## src/rtl/icache_pkg.sv

```systemverilog
// icache_pkg: shared types, widths and constants
// for the direct-mapped instruction cache.
package icache_pkg;

  typedef enum logic {
    IDLE = 1'b0,
    FILL = 1'b1
  } icache_state_t;

  localparam logic [31:0] NOP = 32'h0000_0000;

  function automatic int off_bits(input int bw);
    return $clog2(bw);
  endfunction

  function automatic int idx_bits(input int ns);
    return $clog2(ns);
  endfunction

  function automatic int tag_bits(input int ns, input int bw);
    return 30 - $clog2(ns) - $clog2(bw);
  endfunction

endpackage

```

## src/rtl/icache_data_array.sv

```systemverilog
// icache_data_array: NUM_SETS x BLOCK_WORDS x 32
// storage, async read, sync single-word write.
module icache_data_array
  import icache_pkg::*;
#(
  parameter int NUM_SETS    = 16,
  parameter int BLOCK_WORDS = 4
) (
  input  logic                           clk,
  input  logic                           we,
  input  logic [$clog2(NUM_SETS)-1:0]    widx,
  input  logic [$clog2(BLOCK_WORDS)-1:0] woff,
  input  logic [31:0]                    wdata,
  input  logic [$clog2(NUM_SETS)-1:0]    ridx,
  input  logic [$clog2(BLOCK_WORDS)-1:0] roff,
  output logic [31:0]                    rdata
);

  logic [31:0] mem_q [NUM_SETS][BLOCK_WORDS];

  // Fill beats land one word at a time
  always_ff @(posedge clk) begin
    if (we) begin
      mem_q[widx][woff] <= wdata;
    end
  end

  assign rdata = mem_q[ridx][roff];

endmodule

```

## src/rtl/icache_dm.sv

```systemverilog
// icache_dm: direct-mapped read-only I-cache,
// zero-latency hit, in-order block fill on miss.
module icache_dm
  import icache_pkg::*;
#(
  parameter int NUM_SETS    = 16,
  parameter int BLOCK_WORDS = 4
) (
  input  logic        clk,
  input  logic        reset,
  input  logic [31:0] pc,
  output logic [31:0] instr,
  output logic        stall,
  output logic        mem_req,
  output logic [31:0] mem_addr,
  input  logic [31:0] mem_rdata,
  input  logic        mem_valid,
  output logic [31:0] miss_count
);

  localparam int OB = off_bits(BLOCK_WORDS);
  localparam int IB = idx_bits(NUM_SETS);
  localparam int TB = tag_bits(NUM_SETS, BLOCK_WORDS);

  logic [OB-1:0] pc_off;
  logic [IB-1:0] pc_idx;
  logic [TB-1:0] pc_tag;
  logic [1:0]    unused_pc;

  assign pc_off    = pc[OB+1:2];
  assign pc_idx    = pc[OB+2 +: IB];
  assign pc_tag    = pc[31 -: TB];
  assign unused_pc = pc[1:0];

  icache_state_t state_q, state_d;
  logic [OB-1:0]       cnt_q, cnt_d;
  logic [31:0]         blk_base_q, blk_base_d;
  logic [31:0]         miss_count_q, miss_count_d;
  logic [NUM_SETS-1:0] valid_q, valid_d;
  logic [TB-1:0]       tag_q [NUM_SETS];

  logic [IB-1:0] fill_idx;
  logic [TB-1:0] fill_tag;
  logic          hit;
  logic          beat;
  logic          last;
  logic [31:0]   rdata;

  assign fill_idx = blk_base_q[OB+2 +: IB];
  assign fill_tag = blk_base_q[31 -: TB];

  assign hit = (state_q == IDLE) &&
               valid_q[pc_idx] &&
               (tag_q[pc_idx] == pc_tag);

  assign beat = (state_q == FILL) && mem_valid;
  assign last = beat &&
                (cnt_q == OB'(BLOCK_WORDS - 1));

  icache_data_array #(
    .NUM_SETS    (NUM_SETS),
    .BLOCK_WORDS (BLOCK_WORDS)
  ) u_data (
    .clk   (clk),
    .we    (beat),
    .widx  (fill_idx),
    .woff  (cnt_q),
    .wdata (mem_rdata),
    .ridx  (pc_idx),
    .roff  (pc_off),
    .rdata (rdata)
  );

  // Next state, fill bookkeeping and memory port
  always_comb begin
    state_d      = state_q;
    cnt_d        = cnt_q;
    blk_base_d   = blk_base_q;
    miss_count_d = miss_count_q;
    valid_d      = valid_q;
    mem_req      = 1'b0;
    mem_addr     = 32'h0;
    unique case (state_q)
      IDLE: begin
        if (!hit) begin
          blk_base_d   = {pc[31:OB+2],
                          {(OB+2){1'b0}}};
          cnt_d        = '0;
          miss_count_d = miss_count_q + 32'd1;
          state_d      = FILL;
        end
      end
      FILL: begin
        mem_req  = 1'b1;
        mem_addr = blk_base_q +
                   {{(30-OB){1'b0}}, cnt_q, 2'b00};
        if (mem_valid) begin
          cnt_d = cnt_q + 1'b1;
          if (last) begin
            valid_d[fill_idx] = 1'b1;
            state_d           = IDLE;
          end
        end
      end
      default: begin
        state_d = IDLE;
      end
    endcase
  end

  // Control state; only valid bits are cleared
  always_ff @(posedge clk) begin
    if (reset) begin
      state_q      <= IDLE;
      cnt_q        <= '0;
      blk_base_q   <= 32'h0;
      miss_count_q <= 32'h0;
      valid_q      <= '0;
    end else begin
      state_q      <= state_d;
      cnt_q        <= cnt_d;
      blk_base_q   <= blk_base_d;
      miss_count_q <= miss_count_d;
      valid_q      <= valid_d;
    end
  end

  // Tag is committed with the final beat
  always_ff @(posedge clk) begin
    if (last && !reset) begin
      tag_q[fill_idx] <= fill_tag;
    end
  end

  assign instr      = hit ? rdata : NOP;
  assign stall      = !hit;
  assign miss_count = miss_count_q;

endmodule

```

## config.mk

```make
export PLATFORM = sky130hd
export DESIGN_NAME = icache_dm
export DESIGN_NICKNAME = d
export VERILOG_FILES = /design/src/rtl/icache_pkg.sv /design/src/rtl/icache_data_array.sv /design/src/rtl/icache_dm.sv
export SDC_FILE = /design/constraint.sdc
export NUM_CORES = 2
export LEC_CHECK = 0
export ABC_AREA = 0
export CAP_MARGIN = 0
export CORE_MARGIN = 2
export CORE_UTILIZATION = 50
export DETAILED_ROUTE_END_ITERATION = 10
export PLACE_DENSITY = 0.67
export SETUP_SLACK_MARGIN = 0.4
export SKIP_LAST_GASP = 1
export SYNTH_ARGS = -nofsm -noshare
export SYNTH_HDL_FRONTEND = slang
export SYNTH_HIERARCHICAL = 1
export SYNTH_SLANG_ARGS = --single-unit
```

## constraint.sdc

```tcl
create_clock -name clk -period 6.1 [get_ports clk]
set_input_delay 0.915 -clock clk [delete_from_list [all_inputs] [get_ports clk]]
set_output_delay 0.915 -clock clk [all_outputs]
set_load 0.05 [all_outputs]
```

==> impl_results.md <==
* Tightest Pin Transition at 1.28 ns
* Maximum clock rate at 185 MHz
* Slowest cell on crit path: mux4_2
* Peak supply drop at 0.000237 V
* HP Start: reset
* Clock Path Buffers at 4
* Non-Filler Instances at 7601
* Overall routed net length at 239000 um
* Clock share of power at 42.6%
* Fin crit period at 5.41 ns
* Relative slew slack at 14.4%
* Synth Instances at 4477
* Total GRT Usage at 24.2%
* Via count at 47600
* Fillers at 13800
* R2r endpoint: u_data/mem_q[7][109]$_DFFE_PP_
* CTS buffer count at 274
* Netlist cell types at 62
* Most common cell in the netlist: edfxtp_1
* Crit path max-delay family: multiplexers
* Global route total overflow at 0
* Final worst path period share at 88.7%
* CP Depth at 12
* Startpoint Class: input port
* Logic pwr share at 4.9%
* Vias in the first global route at 47900
* Initial antenna violation count at 11
* First-pass detailed-route iteration total at 6
* Setup TNS at 0 ns
* Worst Path Arrival at 4.50 ns
* IO buf count at 160
* Leak pwr at 34.9 nW
* Async S/R FF share, synth at 0%
* Die ar. at 197000 um^2
* Share of layout cells above drive strength 1 at 27.0%
* Synth area leaders: edfxtp_1 (76%), mux4_2 (14%), dfxtp_1 (1.6%), mux2i_1 (1.3%), a22oi_1 (0.95%)
* PwrDens at 326 nW/um^2
* Core Region at 192000 um^2
* Setup-failing EPs final at 0
* Clock root buffer: clkbuf_16
* Die X at 443 um
* Cell Area, Synth at 96500 um^2
* Synthesis-to-layout area growth at 14.9%
* Main flop type after synthesis: edfxtp_1
* Area leader, netlist: edfxtp_1
* Via density at 6.26
* Crit path max fanout at 47
* Fin. Hold Viols at 0
* Commonest cells post-synth: edfxtp_1 (2432), mux4_2 (598), nor2_1 (189)
* Cell Chain, Critical Path: buf_8, mux4_2, mux4_2, xnor2_1, o31ai_1, buf_4, nor4b_4, o21ai_1, nor3_4, buf_12, and2_1, buf_12
* RSZ-0062 raised after global routing: false
* 1st-iter DRT viols at 6616
* NumNets Final at 4954
* Post-Syn Area per Cell at 21.6 um^2
* Cts hold-fix bufs at 0
* GPL Wtd Cong at 0.787
* Sw Ratio at 21.0%
* Reg2reg start: state_q$_SDFF_PP0_
* Initial core utilization at 50.2%
* Status: finished clean
* Resize count post-CTS at 0
* Avg WL per Cell at 31.4 um
* Yosys top cell area share at 75.7%
* Psw at 7.59 mW
* CTS tree: done
* CP peak stage delay at 0.58 ns
* Antenna viol nets, final at 0
* Synthesized flop and latch total at 2511
* Post-CTS setup buffer count at 0
* Cell depth of the worst flop-to-flop path at 5
* Worst EP required at 5.18 ns
* CP startpoint: pc[5]
* Clock sinks at 2511
* Clock-pin slew of the registers on the worst-case setup and hold paths at 0.06 ns
* Yosys warns at 6
* Number of placed I/O pins at 165
* Final Skew at 0.0614 ns
* Htree depth at 5
* Setup CP Type: input port to primary output
* CP endpoint: instr[28]
* Crit end category: primary output
* Worst hold path type: input port to register
* Bufs and invs on worst path at 4
* Chip height at 443 um
* Slew Limit Fails at 0
* Dpl hpwl at 131000 um
* Largest net degree at the start of global routing at 94
* Post-synth EDFFs at 2432
* Clk_lat worst skew at 0.93 ns
* Sequential Power Share at 52.5%
* Total internal power at 28.6 mW
* First-pass GRT wire length at 341000 um
* DR DRC count at 0
* R2R setup slack at 1.93 ns
* Row cnt at 161
* Total power at 36.2 mW
* Max-cap check violation count at 0
* Post-Place Cells at 7135
* Seq/Total Area, Yosys at 77.3%
==> state kept, by name, indices dropped and copies added, names as in the netlist <==
name          flops
valid_q          16
tag_q           384
miss_count       32
state_q           1
u_data/mem_q   2048
cnt_q             2
blk_base_q       28
==> layout make-up <==
cell class	instances	area, um^2	share of cell area [%]
flip-flops and latches	2511	74600	67.2
multi-input cells	1695	21200	19.1
clock buffers	359	7410	6.68
repair buffers	378	3640	3.28
well taps	2526	3160	2.85
clock inverters	104	825	0.743
inverters	25	93.8	0.0846
diodes	3	7.51	0.00677
==> worst min-delay path by stage <==
| stage | endpoint | slack (ns) | cells past startpoint |
|---|---|---|---|
| floorplan | valid_q[10]$_SDFFE_PP0P_ | 0.45 | 2 |
| global placement | valid_q[9]$_SDFFE_PP0P_ | 0.46 | 2 |
| detailed placement | valid_q[14]$_SDFFE_PP0P_ | 0.46 | 2 |
| CTS | blk_base_q[4]$_SDFFE_PP0P_ | 0.33 | 2 |
| global route | blk_base_q[4]$_SDFFE_PP0P_ | 0.39 | 2 |
| finish | blk_base_q[4]$_SDFFE_PP0P_ | 0.39 | 2 |
==> logic make-up (layout without fill, tap and decap cells) <==
group	Yosys count	after routing	share of synthesized area [%]
muxes	760	760	15.7
other	1	5	0.00388
DFF	2511	2511	77.3
and+or+nand+nor	498	498	2.51
adders and majority gates	2	2	0.0259
buffers and inverters	272	866	1.41
AOI/OAI and AO/OA	394	394	2.74
xor gates and xnor gates	39	39	0.354
==> cell usage in the layout (no fill, tap or decap), types with 35 or more instances in the layout <==
cell / instances
buf_12: 51
clkinv_1: 48
dfxtp_1: 79
nor2_1: 108
clkbuf_1: 71
a21oi_1: 80
nand3_1: 35
buf_4: 201
mux4_2: 598
a22oi_1: 122
and2_1: 66
edfxtp_1: 2432
mux2i_1: 129
clkbuf_16: 282
nand2_1: 97
o22ai_1: 112
nor2_4: 81
clkdlybuf4s50_1: 89
==> layer usage <==
| layer | share of wire, % | vias to the layer above | global-route usage [%] | wire, um |
|---|---|---|---|---|
| met4 | 3.4 | 6 | 8.38 | 8120 |
| li1 | - | 19600 | - | - |
| met1 | 39 | 25300 | 33.8 | 92700 |
| met5 | 0.019 | - | 0 | 46 |
| met3 | 8.5 | 400 | 4.03 | 20200 |
| met2 | 49 | 2262 | 39.1 | 118000 |
==> stage by stage <==
stage	utilization [%]	area, um^2	setup WS, ns	hold WS (ns)
finish	57.7	111000	0.687	0.392
global route	57.7	111000	0.503	0.392
CTS	57.7	111000	0.601	0.329
detailed placement	53.4	103000	0.617	0.462
global placement	53.4	103000	0.659	0.456
floorplan	-	96500	1.18	0.449
==> power groups by stage <==
stage | Combinational, mW | Clock [mW] | Sequential, mW
global placement | 1.76 | 0 | 19.4
detailed placement | 1.79 | 0 | 19.4
CTS | 1.79 | 15.7 | 19.0
global route | 1.87 | 16.3 | 19.0
finish | 1.78 | 15.4 | 19.0
floorplan | 0.967 | 0 | 19.4
Power figures use the tool's default switching activity.
